==> config.mk <==
export PLATFORM = sky130hd
export DESIGN_NAME = uart_hex_scan_display
export DESIGN_NICKNAME = d
export VERILOG_FILES = /design/src/rtl/uart_hex_scan_display.sv
export SDC_FILE = /design/constraint.sdc
export NUM_CORES = 1
export LEC_CHECK = 0
export ABC_AREA = 1
export BUFFER_PORTS_ARGS = -buffer_cell sky130_fd_sc_hd__buf_4
export CORE_UTILIZATION = 35
export DETAILED_ROUTE_END_ITERATION = 12
export GPL_ROUTABILITY_DRIVEN = 1
export PLACE_DENSITY = 0.52
export RECOVER_POWER = 25
export SYNTH_ARGS = -nofsm -noshare
export SYNTH_HDL_FRONTEND = slang
export SYNTH_SLANG_ARGS = --single-unit
export TNS_END_PERCENT = 100
==> constraint.sdc <==
create_clock -name i_Clk -period 1.7 [get_ports i_Clk]
set_input_delay 0.34 -clock i_Clk [delete_from_list [all_inputs] [get_ports i_Clk]]
set_output_delay 0.34 -clock i_Clk [all_outputs]
set_load 0.005 [all_outputs]
==> src/rtl/uart_hex_scan_display.sv <==
// Shows the last NUM_BYTES received UART bytes as hex digits on a multiplexed 7-segment display.
// Optional build macro UART_HEX_LEADING_BLANK_EN blanks both digits of slots that have not been written.
module uart_hex_scan_display #(
  parameter int NUM_BYTES      = 2,
  parameter int REFRESH_CLKS   = 1200,
  parameter int SEG_ACTIVE_LOW = 1
) (
  input  logic                   i_Clk,
  input  logic                   i_Rst,
  input  logic                   i_RX_DV,
  input  logic [7:0]             i_RX_Byte,
  input  logic                   i_Clear,
  output logic [6:0]             o_Segment,
  output logic [2*NUM_BYTES-1:0] o_Digit_Sel,
  output logic [2:0]             o_Byte_Count
);

  localparam int DIGITS = 2 * NUM_BYTES;
  localparam int IDX_W  = $clog2(DIGITS);
  localparam int CNT_W  = $clog2(REFRESH_CLKS);

  localparam logic [IDX_W-1:0] IDX_LAST  = IDX_W'(DIGITS - 1);
  localparam logic [CNT_W-1:0] CNT_TERM  = CNT_W'(REFRESH_CLKS - 1);
  localparam logic [2:0]       COUNT_MAX = 3'(NUM_BYTES);
  localparam logic [6:0]       SEG_UNLIT = (SEG_ACTIVE_LOW != 0) ? 7'h7F : 7'h00;

  // Active-high glyphs, bit 0 = segment A ... bit 6 = segment G.
  function automatic logic [6:0] hex_glyph(input logic [3:0] nib);
    case (nib)
      4'h0:    hex_glyph = 7'h3F;
      4'h1:    hex_glyph = 7'h06;
      4'h2:    hex_glyph = 7'h5B;
      4'h3:    hex_glyph = 7'h4F;
      4'h4:    hex_glyph = 7'h66;
      4'h5:    hex_glyph = 7'h6D;
      4'h6:    hex_glyph = 7'h7D;
      4'h7:    hex_glyph = 7'h07;
      4'h8:    hex_glyph = 7'h7F;
      4'h9:    hex_glyph = 7'h6F;
      4'hA:    hex_glyph = 7'h77;
      4'hB:    hex_glyph = 7'h7C;
      4'hC:    hex_glyph = 7'h39;
      4'hD:    hex_glyph = 7'h5E;
      4'hE:    hex_glyph = 7'h79;
      default: hex_glyph = 7'h71;
    endcase
  endfunction

  // i_RX_DV is a one-cycle strobe with no back-pressure: every strobe is
  // accepted in that same cycle unless i_Rst or i_Clear is also high.
  logic [7:0]       slot_q [NUM_BYTES];
  logic [2:0]       count_q;
  logic [CNT_W-1:0] refresh_cnt_q;
  logic [IDX_W-1:0] digit_idx_q;

  always_ff @(posedge i_Clk) begin
    if (i_Rst || i_Clear) begin
      for (int k = 0; k < NUM_BYTES; k++) slot_q[k] <= 8'h00;
      count_q <= 3'd0;
    end else if (i_RX_DV) begin
      slot_q[0] <= i_RX_Byte;
      for (int k = 1; k < NUM_BYTES; k++) slot_q[k] <= slot_q[k-1];
      if (count_q != COUNT_MAX) count_q <= count_q + 3'd1;
    end
  end

`ifdef UART_HEX_LEADING_BLANK_EN
  logic [NUM_BYTES-1:0] written_q;
  logic [DIGITS-1:0]    digit_written;

  always_ff @(posedge i_Clk) begin
    if (i_Rst || i_Clear) begin
      written_q <= '0;
    end else if (i_RX_DV) begin
      written_q[0] <= 1'b1;
      for (int k = 1; k < NUM_BYTES; k++) written_q[k] <= written_q[k-1];
    end
  end

  always_comb begin
    digit_written = '0;
    for (int k = 0; k < NUM_BYTES; k++) begin
      digit_written[2*k]   = written_q[k];
      digit_written[2*k+1] = written_q[k];
    end
  end
`endif

  // Refresh timing is never touched by i_Clear, only by reset.
  always_ff @(posedge i_Clk) begin
    if (i_Rst) begin
      refresh_cnt_q <= '0;
      digit_idx_q   <= '0;
    end else if (refresh_cnt_q == CNT_TERM) begin
      refresh_cnt_q <= '0;
      digit_idx_q   <= (digit_idx_q == IDX_LAST) ? '0 : digit_idx_q + IDX_W'(1);
    end else begin
      refresh_cnt_q <= refresh_cnt_q + CNT_W'(1);
    end
  end

  // Digit 2k is the low nibble of slot k, digit 2k+1 the high nibble.
  logic [3:0] digit_nib [DIGITS];
  logic [6:0] glyph;
  logic [6:0] seg_next;

  always_comb begin
    for (int k = 0; k < NUM_BYTES; k++) begin
      digit_nib[2*k]   = slot_q[k][3:0];
      digit_nib[2*k+1] = slot_q[k][7:4];
    end
  end

  always_comb begin
    glyph = hex_glyph(digit_nib[digit_idx_q]);
`ifdef UART_HEX_LEADING_BLANK_EN
    if (!digit_written[digit_idx_q]) glyph = 7'h00;
`endif
    seg_next = (SEG_ACTIVE_LOW != 0) ? ~glyph : glyph;
  end

  always_ff @(posedge i_Clk) begin
    if (i_Rst) begin
      o_Digit_Sel <= '0;
      o_Segment   <= SEG_UNLIT;
    end else begin
      o_Digit_Sel <= DIGITS'(1) << digit_idx_q;
      o_Segment   <= seg_next;
    end
  end

  assign o_Byte_Count = count_q;

endmodule

# Word level (Yosys, flattened, before mapping)
# Memory sizes are Yosys's and may differ from the RTL's.
# Index checks and enable logic that the tools add are counted.
# totals
memories	2
wordCells	33
regBits	27
rom_bits	112
ram_bits	16
# op_classes
n_reduce_logical	3
n_eq_ne	3
muxes	11
shifts	1
n_bitwise	4
n_addsub	3
n_lt_le_gt_ge	1
# mem_list
memory	words	width	rd	rd_clocked_by_memory_dff	write_ports	line	text
(no name shown)	16	7	1	0	0	29	case (nib)
slot_q	2	8	2	0	2	51	logic [7:0] slot_q [NUM_BYTES];
# ops
cell	count
$mux 8	2
$add 11x1->11 const B	1
$eq 11x11->1 const B	1
$bmux 4 s2	1
$mux 4	2
$not 7->7	1
$mux 1	5
$shl 1x2->4 const A	1
$add 3x1->3 const B	1
$ge 3x3->1 const B	1
$ne 3x2->1 const B	1
$not 2->3	1
$add 2x1->2 const B	1
$eq 2x2->1 const B	1
$mux 2	1
$or 1x1->1	2
$reduce_and 2->1	1
$reduce_or 2->1	1
$logic_or 1x1->1	1

# Logic depth before layout (Yosys ltp)
# Gate-level depths: netlist (run 1).
# An unclocked memory read counts as a cell.
# logic_depth
word_depth	6
ltp_mapped	11
depth_no_buf	10

# Worst setup path before layout (run 1)
# No wires, ideal clock.
# synth_timing
kind	register -> register
startpoint	register digit_idx_q[0]
endpoint	register o_Segment[0]
stages_incl_launch_ff	12
n_path_buf	1
setup_slack_ns	0.200
period_less_slack_ns	1.500
t_arrival_ns	1.385
cell_sequence	dfxtp_1 > inv_2 > buf_6 > nand2_1 > nand3_1 > nand2_1 > inv_1 > ha_1 > inv_1 > nor2_2 > a21oi_2 > nand2_1
# synth_between
elab_chain_len	6
# synth_rtl
element	line	text
from (decl)	54	logic [IDX_W-1:0] digit_idx_q;
from (signal assigned)	96	digit_idx_q <= (digit_idx_q == IDX_LAST) ? '0 : digit_idx_q + IDX_W'(1);
$not 2->3 (implied by the code)	115	glyph = hex_glyph(digit_nib[digit_idx_q]);
$bmux 4 s2	115	
$mux 4 (implied by the code) (2 in a row)	115	
$mem_v2 16x7	-	
$not 7->7	119	seg_next = (SEG_ACTIVE_LOW != 0) ? ~glyph : glyph;
to (signal assigned)	128	o_Segment <= seg_next;
to (decl)	13	output logic [6:0] o_Segment,
# No other way between the ends. The select of a mux whose other input is x is not followed.
# A chain may end at the register's enable or synchronous reset.

# Final worst setup path (run 1)
# layout_timing
startpoint	register digit_idx_q[0]
endpoint	register o_Segment[5]
# Same word-level chain as after synthesis.

==> qor.yml, run 1 <==
floorplan:
  die_y_um: 78.3
  rows: 27
  core_mm2: 0.00557
  io_pins: 26
  die_w_um: 78.3
  initial_core_util_pct: 36.6
  die_area_mm2: 0.00613
sta:
  hold_viol: 0
  period_minus_slack_ns: 1.52
  period_share_pct: 89.4
  final_max_slew_viol_count: 0
  fmax_ghz: 0.658
  rsz0062_at_grt: "false"
  slew_headroom_pct: 65.0
  worst_slack_ns: 0.181
  tns_ns: 0
  worst_pin_slew_ns: 0.523
  setup_viol: 0
  fin_skew_ns: 0.00285
power:
  p_leak_uw: 0.00113
  powerDensity_mw_per_mm2: 921
  ir_worst_vdd_mv: 0.410
worst_setup_path:
  crit_arrival_ns: 1.71
  cp_data_required_time_ns: 1.89
  start_kind: "flip-flop"
  critPathCaptureType: "flip-flop"
  timing.reg2reg.setup_slack_ns: 0.18
  rr_worst_depth: 10
  crit_fanout: 9
  worstReg2RegStart: "digit_idx_q[0]"
  path_class: "reg -> reg"
  r2r-end: "o_Segment[5]"
clock_network:
  ctsHoldBuffers: 0
  clkTransAtPathRegs_ns: 0.09
  cts_num_sinks: 43
  cts_max_path_buffers: 2
  clock_latency_ns: 0.29
  ctsRootBufferMaster: "clkbuf_8"
  cts_resized: 0
  cts_setup_buffers: 0
  cts_tree: "done"
  htreeDepth: 2
  numCtsBuffers: 5
route:
  wl_mm: 3.58
  vias_per_cell: 4.40
  ant_nets: 0
  dr.pass1.iters: 4
  vias: 1580
  avgRoutedWirePerCell_um: 9.96
  drcViolationCount: 0
  drt_iter0_drc: 41
place:
  dp_hpwl_mm: 2.61
  gp_congestion: 0.813
  io_buffers: 25
  dp_slack_ns: 0.0721
layout:
  fill_cells: 591
  layout_commonest_cell: "nand2_1"
  area_growth_pct: 21.1
  layout_common_cells: "57 x nand2_1, 40 x nor2_1, 33 x inv_1, 28 x nand3_1, 27 x buf_4"
  drive_gt1_share_pct: 19.2
  finalNetCount: 308
  num_antenna_cells: 0
  fin_util_pct: 44.3
synthesis:
  synth_compound_area_share_pct: 2.33
  synth_top_family_by_area: "simple AND/OR/NAND/NOR gates"
  post_synth_xor_area_fraction_pct: 1.72
  yosys-mux-area-fraction_pct: 0
  yosysUniqueCellTypes: 27
  synthAdderAreaFrac_pct: 6.14
  yosysTopAreaCellShare_pct: 26.5
  syn-num-nets: 273
  yosysSeqAreaShare_pct: 50.1
  synthSimpleGateAreaFrac_pct: 30.9
  synth_top_cells_by_area: "dfxtp_1 27%, edfxtp_1 24%, nand2_1 10%"
  syn_area_mm2: 0.00204
  ys_ff_latch: 43
  yosys_warnings: 0
  synth_top_area_cell: "dfxtp_1"
  synthCells: 251
  avgSynthCellArea_um2: 8.12
global_routing:
  gr-usage-met3_pct: 3.37
  gr-usage-met1_pct: 16.2
  overflow: 0
  grt.total_usage_pct: 12.7
  antenna_found_initial: 0
  busiest_layer: "met2"
  grt_pass1_vias: 1366
  grt_max_degree: 17
  globalRouteMet2Util_pct: 20.2
  grt_first_pass_wirelength_mm: 6.03
worst_hold_path:
  min_from: "i_Clear"
  hold_depth: 4
  hp-class: "in -> reg"
  holdPathEnd: "o_Byte_Count[0]"
run_status:
  status: "finished clean"
run:
  drv_cap: 0
[layer usage]
layer,vias to the layer above,wire [um]
met5,-,0
met4,0,62
met3,7,128
met2,23,1560
met1,693,1830
li1,857,-
[cells by family (layout without fill, tap and decap cells)]
kind of cell    after synthesis  in the layout
simple gates                144            144
flops                        43             43
buf+inv                      42             78
fa+ha+maj                    10             10
compound gates                8              8
xor+xnor                      4              4
[report_power, final]
| part | switching (uW) | internal [uW] |
|---|---|---|
| clock network | 367 | 586 |
| logic | 104 | 85.5 |
| registers | 18.8 | 1110 |
| total | 490 | 1780 |
[cells in the mapped netlist (all sizes together)]
| library cell | n |
|---|---|
| a211oi | 1 |
| a21oi | 5 |
| a31oi | 1 |
| buf | 5 |
| clkinv | 1 |
| dfxtp | 27 |
| edfxtp | 16 |
| ha | 10 |
| inv | 36 |
| nand2 | 61 |
| nand3 | 30 |
| nand3b | 1 |
| nand4 | 3 |
| nor2 | 42 |
| nor3 | 6 |
| o21ai | 1 |
| or2 | 1 |
| xnor2 | 1 |
| xor2 | 3 |
[worst max-delay path, stage by stage, from the launching register on]
cell,delay [ns]
dfxtp_2,0.37
inv_2,0.13
nand2_1,0.07
nand3_1,0.06
nand2_1,0.09
buf_4,0.16
ha_1,0.20
inv_1,0.09
nor2_2,0.05
a21oi_2,0.13
nand2_1,0.06
[registers in the layout (all words and copies together) (netlist names)]
| signal | cells |
|---|---|
| o_Byte_Count | 3 |
| slot_q | 16 |
| digit_idx_q | 2 |
| refresh_cnt_q | 11 |
| o_Segment | 7 |
| o_Digit_Sel | 4 |
[how the worst max path moves through the flow]
| stage | from | slack, ns | cells after the start | end |
|---|---|---|---|---|
| after floorplan | digit_idx_q[0] | 0.20 | 11 | o_Segment[0] |
| after global placement | digit_idx_q[1] | 0.14 | 9 | o_Segment[0] |
| after detailed placement | digit_idx_q[0] | 0.07 | 10 | o_Segment[5] |
| after CTS | digit_idx_q[0] | 0.06 | 10 | o_Segment[5] |
| after global routing | digit_idx_q[0] | 0.004 | 10 | o_Segment[5] |
| final | digit_idx_q[0] | 0.18 | 10 | o_Segment[5] |
[stage by stage]
step / total power [uW] / hold slack (ns) / cell area (um^2) / std cells
after floorplan: 1270 / 0.418 / 2040 / 251
after global placement: 1350 / 0.435 / 2340 / 351
after detailed placement: 1350 / 0.446 / 2340 / 351
after CTS: 2310 / 0.312 / 2470 / 359
after global routing: 2370 / 0.323 / 2470 / 359
final: 2270 / 0.320 / 2470 / 359
[final cells by class]
class | count | area (um^2) | area share [%]
timing repair buffer | 33 | 240 | 9.74
clock inverter | 3 | 67.6 | 2.74
tap | 72 | 90.1 | 3.65
sequential | 43 | 1020 | 41.5
multi-input combinational | 166 | 838 | 34.0
inverter | 37 | 139 | 5.63
clock buffer | 5 | 68.8 | 2.79
Power figures use the tool's default switching activity.
==> run 2: changes to the inputs <==
==> constraint.sdc (replaced) <==
create_clock -name i_Clk -period 1.81 [get_ports i_Clk]
set_input_delay 0.362 -clock i_Clk [delete_from_list [all_inputs] [get_ports i_Clk]]
set_output_delay 0.362 -clock i_Clk [all_outputs]
set_load 0.005 [all_outputs]
==> qor.yml, run 2 (same netlist as run 1, synthesis figures left out) <==
place:
  io_buffers: 25
  gp_congestion: 0.808
  dp_hpwl_mm: 2.49
  dp_cells: 347
global_routing:
  antenna_found_initial: 0
  grt.total_usage_pct: 12.4
  grt_pass1_vias: 1361
  grt_first_pass_wirelength_mm: 5.93
  overflow: 0
  grt_max_degree: 17
route:
  drt_iter0_drc: 42
  dr.pass1.iters: 4
  wl_mm: 3.43
  avgRoutedWirePerCell_um: 9.65
  vias_per_cell: 4.46
  ant_nets: 0
  drcViolationCount: 0
  vias: 1583
layout:
  reg_top3: "slot_q x16, refresh_cnt_q x11, o_Segment x7"
  fin_cells: 355
  finalNetCount: 304
  num_antenna_cells: 0
  largest_reg_flops: 16
  top_register: "slot_q"
  fin_util_pct: 43.3
  drive_gt1_share_pct: 18.0
  layout_commonest_cell: "nand2_1"
  layout_common_cells: "57 x nand2_1, 40 x nor2_1, 33 x inv_1, 28 x nand3_1, 25 x dfxtp_1"
  area_growth_pct: 18.4
clock_network:
  numCtsBuffers: 5
  clock_latency_ns: 0.29
  htreeDepth: 2
  ctsHoldBuffers: 0
  cts_num_sinks: 43
  clkTransAtPathRegs_ns: 0.08
  ctsRootBufferMaster: "clkbuf_8"
  cts_tree: "done"
  cts_setup_buffers: 0
  cts_max_path_buffers: 2
floorplan:
  die_y_um: 78.3
  core_mm2: 0.00557
  initial_core_util_pct: 36.6
  io_pins: 26
  rows: 27
  die_w_um: 78.3
  die_area_mm2: 0.00613
sta:
  worst_pin_slew_ns: 0.507
  fin_skew_ns: 0.00619
  rsz0062_at_grt: "false"
  setup_viol: 0
  fmax_ghz: 0.630
  slew_headroom_pct: 66.1
  whs_ns: 0.348
  period_share_pct: 87.7
  period_minus_slack_ns: 1.59
  hold_viol: 0
  final_max_slew_viol_count: 0
  tns_ns: 0
worst_setup_path:
  path_class: "reg -> reg"
  critPathCaptureType: "flip-flop"
  crit_arrival_ns: 1.77
  cp_data_required_time_ns: 1.99
  start_kind: "flip-flop"
  crit_fanout: 9
power:
  ir_worst_vdd_mv: 0.326
  p_leak_uw: 0.00111
  powerDensity_mw_per_mm2: 816
  total_power_uw: 1970
run_status:
  status: "finished clean"
run:
  drv_cap: 0
worst_hold_path:
  hp-class: "in -> reg"
-- run 2: cell types whose count changed in the layout (fill, tap and decap cells not counted), sizes merged --
cell,before,now
clkbuf,11,17
buf,27,17
bufinv,2,1
clkinv,1,3
clkinvlp,1,0
-- run 2: what timing repair did --
| action | CTS | global route |
|---|---|---|
| hold endpoints to repair | 0 | 0 |
| gates resized for setup | 0 | 2 |
| endpoints found under the setup margin | 0 | 4 |
-- run 2: per-layer routing --
| layer | up-vias | share of wire [%] | track usage, % |
|---|---|---|---|
| met5 | - | 0 | 0 |
| met4 | 0 | 1.6 | 5.00 |
| met3 | 6 | 5.3 | 3.49 |
| met2 | 37 | 44 | 19.9 |
| met1 | 690 | 49 | 15.8 |
| li1 | 850 | - | - |
-- run 2: power by group --
| group | total, uW | internal, uW | switching, uW |
|---|---|---|---|
| clock | 734 | 404 | 330 |
| sequential | 1060 | 1040 | 17.2 |
| combinational | 175 | 77.7 | 96.9 |
-- run 2: path summary, 6_finish.rpt --
kind                          from                to  slack (ns)  cells after the start
setup / recovery    digit_idx_q[0]      o_Segment[3]        0.22                     10
hold / removal             i_Clear   o_Byte_Count[0]        0.35                      4
hold reg to reg   refresh_cnt_q[0]  refresh_cnt_q[0]        0.45                      1
setup reg to reg    digit_idx_q[0]      o_Segment[3]        0.22                     10
-- run 2: cell type report --
type | instances | area (um^2)
Clock inverter | 3 | 38.8
Sequential cell | 43 | 1020
Inverter | 37 | 139
Multi-Input combinational cell | 166 | 838
Tap cell | 72 | 90.1
Timing Repair Buffer | 29 | 214
Clock buffer | 5 | 68.8
Fill cell | 561 | 3160
-- run 2: worst max-delay path, cell delays in order (launching register included) --
cell,delay (ns)
dfxtp_2,0.42
inv_2,0.09
nand2_1,0.06
nand3_1,0.06
nand2_1,0.19
inv_1,0.11
ha_1,0.20
nand3_1,0.13
nand3_1,0.09
nand2_1,0.07
nand2_1,0.05
-- run 2: metrics by stage --
step	setup slack [ns]	area [um^2]
2_1_floorplan	0.310	2040
3_3_place_gp	0.155	2310
3_5_place_dp	0.127	2310
4_1_cts	0.105	2410
5_1_grt	0.0704	2410
6_report	0.222	2410
